### src/rtl/frame_buffer_streamer.sv
// Streams one SRAM-resident frame as 8-bit pixels, four per 32-bit word, LSB first.
// Optional FRAME_STREAMER_ERR_EN adds a sticky err flag for unsolicited read beats.
module frame_buffer_streamer #(
    parameter int          N_PIXEL    = 480000,
    parameter logic [17:0] BASE_ADDR  = 18'd0,
    parameter int          FIFO_DEPTH = 8
) (
    input  logic        clock,
    input  logic        reset,
    input  logic        start,
    output logic        start_ack,
    output logic        done,
    input  logic        done_ack,
    output logic [17:0] addr,
    output logic        addr_valid,
    input  logic        addr_ready,
    input  logic [31:0] data,
    input  logic        data_valid,
    output logic        data_ready,
    output logic [7:0]  pixel,
    output logic        pixel_valid,
    input  logic        pixel_ready
`ifdef FRAME_STREAMER_ERR_EN
    ,
    output logic        err
`endif
);
    localparam int NW  = N_PIXEL / 4;
    localparam int WW  = $clog2(NW + 1);
    localparam int PCW = $clog2(N_PIXEL + 1);
    localparam int CW  = $clog2(FIFO_DEPTH + 1);
    localparam int PW  = $clog2(FIFO_DEPTH);

    typedef enum logic [1:0] {IDLE, RUN, DRAIN, DONE} state_t;

    state_t         state_q;
    logic [17:0]    addr_q;
    logic           addr_valid_q;
    logic           start_ack_q;
    logic           done_q;
    logic           pixel_valid_q;
    logic [7:0]     pixel_q;
    logic [WW-1:0]  issued_q;
    logic [PCW-1:0] pix_cnt_q;
    logic [CW-1:0]  outst_q;
    logic [CW-1:0]  count_q;
    logic [PW-1:0]  wr_ptr_q;
    logic [PW-1:0]  rd_ptr_q;
    logic [1:0]     sel_q;
    logic [31:0]    mem_q [FIFO_DEPTH];

    logic           addr_fire;
    logic           push;
    logic           load;
    logic           pop;
    logic           pix_fire;
    logic           last_addr;
    logic           last_pix;
    logic [CW:0]    credit_d;
    logic           more_d;

    assign addr_fire = addr_valid_q & addr_ready;
    assign push      = data_valid & (outst_q != '0);
    assign pix_fire  = pixel_valid_q & pixel_ready;
    assign load      = (count_q != '0) & (~pixel_valid_q | pixel_ready);
    assign pop       = load & (sel_q == 2'd3);
    assign last_addr = issued_q == WW'(NW - 1);
    assign last_pix  = pix_cnt_q == PCW'(N_PIXEL - 1);

    // A returning beat moves one credit from outstanding to the FIFO,
    // so only issue and pop change the total.
    assign credit_d = {1'b0, outst_q} + {1'b0, count_q}
                    + (CW+1)'(addr_fire) - (CW+1)'(pop);
    assign more_d   = ((issued_q + WW'(addr_fire)) < WW'(NW))
                    & (credit_d < (CW+1)'(FIFO_DEPTH));

    always_ff @(posedge clock) begin
        if (push) begin
            mem_q[wr_ptr_q] <= data;
        end
    end

    always_ff @(posedge clock) begin
        if (reset) begin
            state_q       <= IDLE;
            addr_q        <= BASE_ADDR;
            addr_valid_q  <= 1'b0;
            start_ack_q   <= 1'b0;
            done_q        <= 1'b0;
            pixel_valid_q <= 1'b0;
            pixel_q       <= 8'd0;
            issued_q      <= '0;
            pix_cnt_q     <= '0;
            outst_q       <= '0;
            count_q       <= '0;
            wr_ptr_q      <= '0;
            rd_ptr_q      <= '0;
            sel_q         <= 2'd0;
        end else begin
            start_ack_q <= 1'b0;
            outst_q     <= outst_q + CW'(addr_fire) - CW'(push);
            count_q     <= count_q + CW'(push) - CW'(pop);
            if (push) begin
                wr_ptr_q <= wr_ptr_q + 1'b1;
            end
            if (pop) begin
                rd_ptr_q <= rd_ptr_q + 1'b1;
            end
            if (load) begin
                pixel_q       <= mem_q[rd_ptr_q][{sel_q, 3'b000} +: 8];
                pixel_valid_q <= 1'b1;
                sel_q         <= sel_q + 2'd1;
            end else if (pixel_ready) begin
                pixel_valid_q <= 1'b0;
            end
            if (pix_fire) begin
                pix_cnt_q <= pix_cnt_q + 1'b1;
            end
            unique case (state_q)
                IDLE: begin
                    if (start) begin
                        state_q      <= RUN;
                        start_ack_q  <= 1'b1;
                        addr_valid_q <= 1'b1;
                        addr_q       <= BASE_ADDR;
                        issued_q     <= '0;
                        pix_cnt_q    <= '0;
                    end
                end
                RUN: begin
                    if (addr_fire) begin
                        addr_q   <= addr_q + 18'd1;
                        issued_q <= issued_q + 1'b1;
                        if (last_addr) begin
                            state_q <= DRAIN;
                        end
                    end
                    addr_valid_q <= (addr_valid_q & ~addr_ready) | more_d;
                end
                DRAIN: begin
                    if (pix_fire && last_pix) begin
                        state_q <= DONE;
                        done_q  <= 1'b1;
                    end
                end
                DONE: begin
                    if (done_ack) begin
                        state_q <= IDLE;
                        done_q  <= 1'b0;
                    end
                end
            endcase
        end
    end

`ifdef FRAME_STREAMER_ERR_EN
    logic err_q;

    always_ff @(posedge clock) begin
        if (reset) begin
            err_q <= 1'b0;
        end else if (data_valid && outst_q == '0) begin
            err_q <= 1'b1;
        end else if (state_q == IDLE && start) begin
            err_q <= 1'b0;
        end
    end

    assign err = err_q;
`endif

    assign start_ack   = start_ack_q;
    assign done        = done_q;
    assign addr        = addr_q;
    assign addr_valid  = addr_valid_q;
    assign data_ready  = 1'b1;
    assign pixel       = pixel_q;
    assign pixel_valid = pixel_valid_q;

endmodule

### config.mk
export PLATFORM = sky130hd
export DESIGN_NAME = frame_buffer_streamer
export DESIGN_NICKNAME = d
export VERILOG_FILES = /design/src/rtl/frame_buffer_streamer.sv
export SDC_FILE = /design/constraint.sdc
export NUM_CORES = 1
export LEC_CHECK = 0
export BUFFER_PORTS_ARGS = -buffer_cell sky130_fd_sc_hd__buf_4
export CORE_ASPECT_RATIO = 0.5
export CORE_MARGIN = 3
export CORE_UTILIZATION = 66
export DETAILED_ROUTE_END_ITERATION = 10
export PLACE_DENSITY = 0.88
export SLEW_MARGIN = 5
export SYNTH_ARGS = -nofsm -noshare
export SYNTH_HDL_FRONTEND = slang
export SYNTH_SLANG_ARGS = --single-unit
export TNS_END_PERCENT = 50
### constraint.sdc
create_clock -name clock -period 7.4 [get_ports clock]
set_clock_uncertainty 0.2 [all_clocks]
set_input_delay 0.37 -clock clock [delete_from_list [all_inputs] [get_ports clock]]
set_output_delay 0.37 -clock clock [all_outputs]
set_load 0.01 [all_outputs]
==> run summary <==
Outcome - completed
Layout cells sized above 1 - 0.218
Clock root cell - clkbuf_16
Worst Setup Path Type - reg2reg
Post-Syn Area per Cell - 16.0 um^2
Routed wire per std cell - 23.6 um
CTS buffer count - 28
Total Power - 0.00456 W
Pre-antenna DRT Iters - 5
Synthesized Nets - 943
Sequential power share - 0.506
Min Tclk post-route - 3.69 ns
Flop2flop setup slack - 3.71 ns
# port buffers - 68
Async set-reset flop share out of synthesis - 0
Pwr dens - 286 nW/um^2
Initial antenna violation count - 1
CTS Buffer Depth - 3
Warning count from the yosys run - 0
Antenna-violating nets left - 0
Worst-Margin Slew - 1.21 ns
Max Cap Viol - 0
Min-Delay Path Depth - 2
Post-Synthesis Cell Area - 14000 um^2
Gr busiest metal - met2
Final hold slack - 0.0259 ns
Maximum number of pins on one net before global-route repair - 42
CTS tree - done
Met1 Use GR - 0.371
Area contributors post-synth - edfxtp_1 (55%), mux4_2 (13%), dfxtp_1 (12%)
Worst Slack Setup Final - 3.71 ns
Fin nets - 1049
Synth top area share - 0.549
Hold path startpoint - reset
Met3 Track Usage GR - 0.0532
Sequential share of the synthesized area - 0.674
Total negative slack - 0 ns
Dpl hpwl - 17.2 mm
Fillers - 1010
Gate Count Post-Synth - 874
Placed insts - 1181
Initial core utilization - 0.695
CTS Sinks - 343
Post-Layout Cell Count - 1269
Worst flop-to-flop path startpoint - count_q[2]
R2R depth - 15
RSZ-0062 raised after global routing - false
Critical Path Fanout Max - 21
Endpoint, Worst Hold - count_q[1]
Post-synth cell types - 49
Switch Pwr - 0.00125 W
Slew HR - 0.193
Max VDD drop - 0.222 mV
Place WS - 3.84 ns
RePlAce Congestion - 0.833
Crit path DAT - 3.98 ns
Die span in x - 212 um
Post-route DRC - 0
Die Ht - 109 um
CTS resizes - 0
DR vias - 7994
Most frequent cells in the layout - edfxtp_1 (256), dfxtp_1 (84), nor2_1 (80)
Area Growth Syn to Fin - 14.1%
Clock Power Share - 0.307
Setup violations, final - 0
Clk_lat worst skew - 0.57 ns
CP endpoint kind - register
Combinational Power Share - 0.186
Synth area leader - edfxtp_1
Tcrit/Tclk final - 0.499
I/O Pins - 70
Yosys reg bits - 343
Die area - 23100 um^2
Core Rows - 36
Vias in the first global route - 8279
Hold Crit Class - in2reg
Clock-pin slew on the worst setup and hold paths - 0.06 ns
Main synth FF type - edfxtp_1
Overall Global Routing Usage - 0.274
Core ar. - 20100 um^2
Most common cell after layout, fill and taps aside - edfxtp_1
Switching part of the total - 0.273
P_int - 0.00332 W
CP required - 7.69 ns
GR Overflow Total - 0
Global-route wire length before repair - 47.2 mm
CTS H-tree lvls - 1
DR vias/cell - 6.30
Max Freq - 271 MHz
EDFF count, synth - 256
DRT Wirelength - 30.0 mm
Worst R2R End - addr_valid
Detailed router's first-iteration violation count - 782
GR Util met2 - 0.456
Static Leak - 5.29 nW
Fin. Hold Viols - 0
Max Slew Vio Count - 0
Worst setup SP type - register
[power groups by stage]
stage	combinational [W]	clock, W	sequential (W)
2_1_floorplan	0.000574	0	0.00232
6_report	0.000850	0.00140	0.00231
3_3_place_gp	0.000773	0	0.00233
4_1_cts	0.000851	0.00142	0.00231
3_5_place_dp	0.000811	0	0.00235
5_1_grt	0.000943	0.00149	0.00232
[kinds of logic after synthesis]
group           Yosys count  share of synthesized area
compound gates           57                     0.0256
xor+xnor                 53                     0.0332
fa+ha+maj                30                     0.0279
buf+inv                  75                     0.0249
flops                   343                      0.674
mux                      97                      0.140
other cells               1                   0.000268
simple gates            218                     0.0743
[critical path: stages, from the launching register on]
cell	delay, ns
dfxtp_1	0.31
inv_1	0.06
ha_1	0.20
and3_1	0.21
a21oi_2	0.80
nand2_1	0.24
inv_1	0.13
ha_1	0.24
inv_1	0.06
ha_1	0.21
a21oi_1	0.16
o21ai_0	0.13
mux2i_1	0.14
a221oi_1	0.34
nand2_1	0.09
o2bb2ai_1	0.13
[synth_stat cells (all sizes together) (3+ instances only)]
| master | instances |
|---|---|
| edfxtp | 256 |
| dfxtp | 87 |
| nor2 | 86 |
| mux4 | 79 |
| nand2 | 38 |
| inv | 37 |
| ha | 28 |
| xor2 | 28 |
| xnor2 | 25 |
| a21oi | 22 |
| buf | 21 |
| nand3 | 21 |
| clkbuf | 17 |
| mux2i | 15 |
| nand4 | 15 |
| nor3 | 15 |
| o21ai | 12 |
| or3 | 10 |
| a211oi | 9 |
| and3 | 8 |
| nand2b | 7 |
| and4 | 6 |
| nor4 | 4 |
| mux2 | 3 |
| nor2b | 3 |
[layout make-up]
cell class,count,area [um^2],area share
clock inverter,14,82.6,0.00517
tap,266,333,0.0208
sequential,343,9440,0.591
antenna,1,2.50,0.000157
inverter,37,139,0.00869
timing repair buffer,114,943,0.0590
multi-input combinational,456,4280,0.268
clock buffer,38,759,0.0475
[routing by layer]
metal | routed length, um | part of all wire
met1 | 11600 | 0.39
met2 | 14800 | 0.49
met3 | 2590 | 0.086
met4 | 944 | 0.031
met5 | 0 | 0
[sequential cells by signal, summed over array words and instances, names as in the netlist, named ones only]
signal / count
issued_q: 17
pixel_valid: 1
done: 1
sel_q: 2
state_q: 2
addr_valid: 1
mem_q: 256
wr_ptr_q: 3
pix_cnt_q: 19
count_q: 4
start_ack: 1
rd_ptr_q: 3
addr: 18
pixel: 8
outst_q: 4
[how the worst max path moves through the flow]
stage                    start           to  slack (ns)  cells after the start
finish              count_q[2]   addr_valid        3.71                     15
global placement    count_q[2]   addr_valid        3.93                     15
CTS                 count_q[2]   addr_valid        3.72                     15
detailed placement  count_q[2]   addr_valid        3.84                     15
floorplan           outst_q[2]  mem_q[0][0]        3.62                      7
global route        count_q[2]   addr_valid        3.28                     15
[what timing repair did]
item | CTS | global route
endpoints found under the hold margin | 261 | 0
buffers inserted | 0 | 0
setup endpoints to repair | 0 | 0
hold buffers | 35 | 0
[through the flow]
stage,util,cell area [um^2]
after floorplan,-,14000
after global placement,0.734,14800
after detailed placement,0.734,14800
after CTS,0.793,16000
after global routing,0.794,16000
final,0.794,16000
Power figures use the tool's default switching activity.
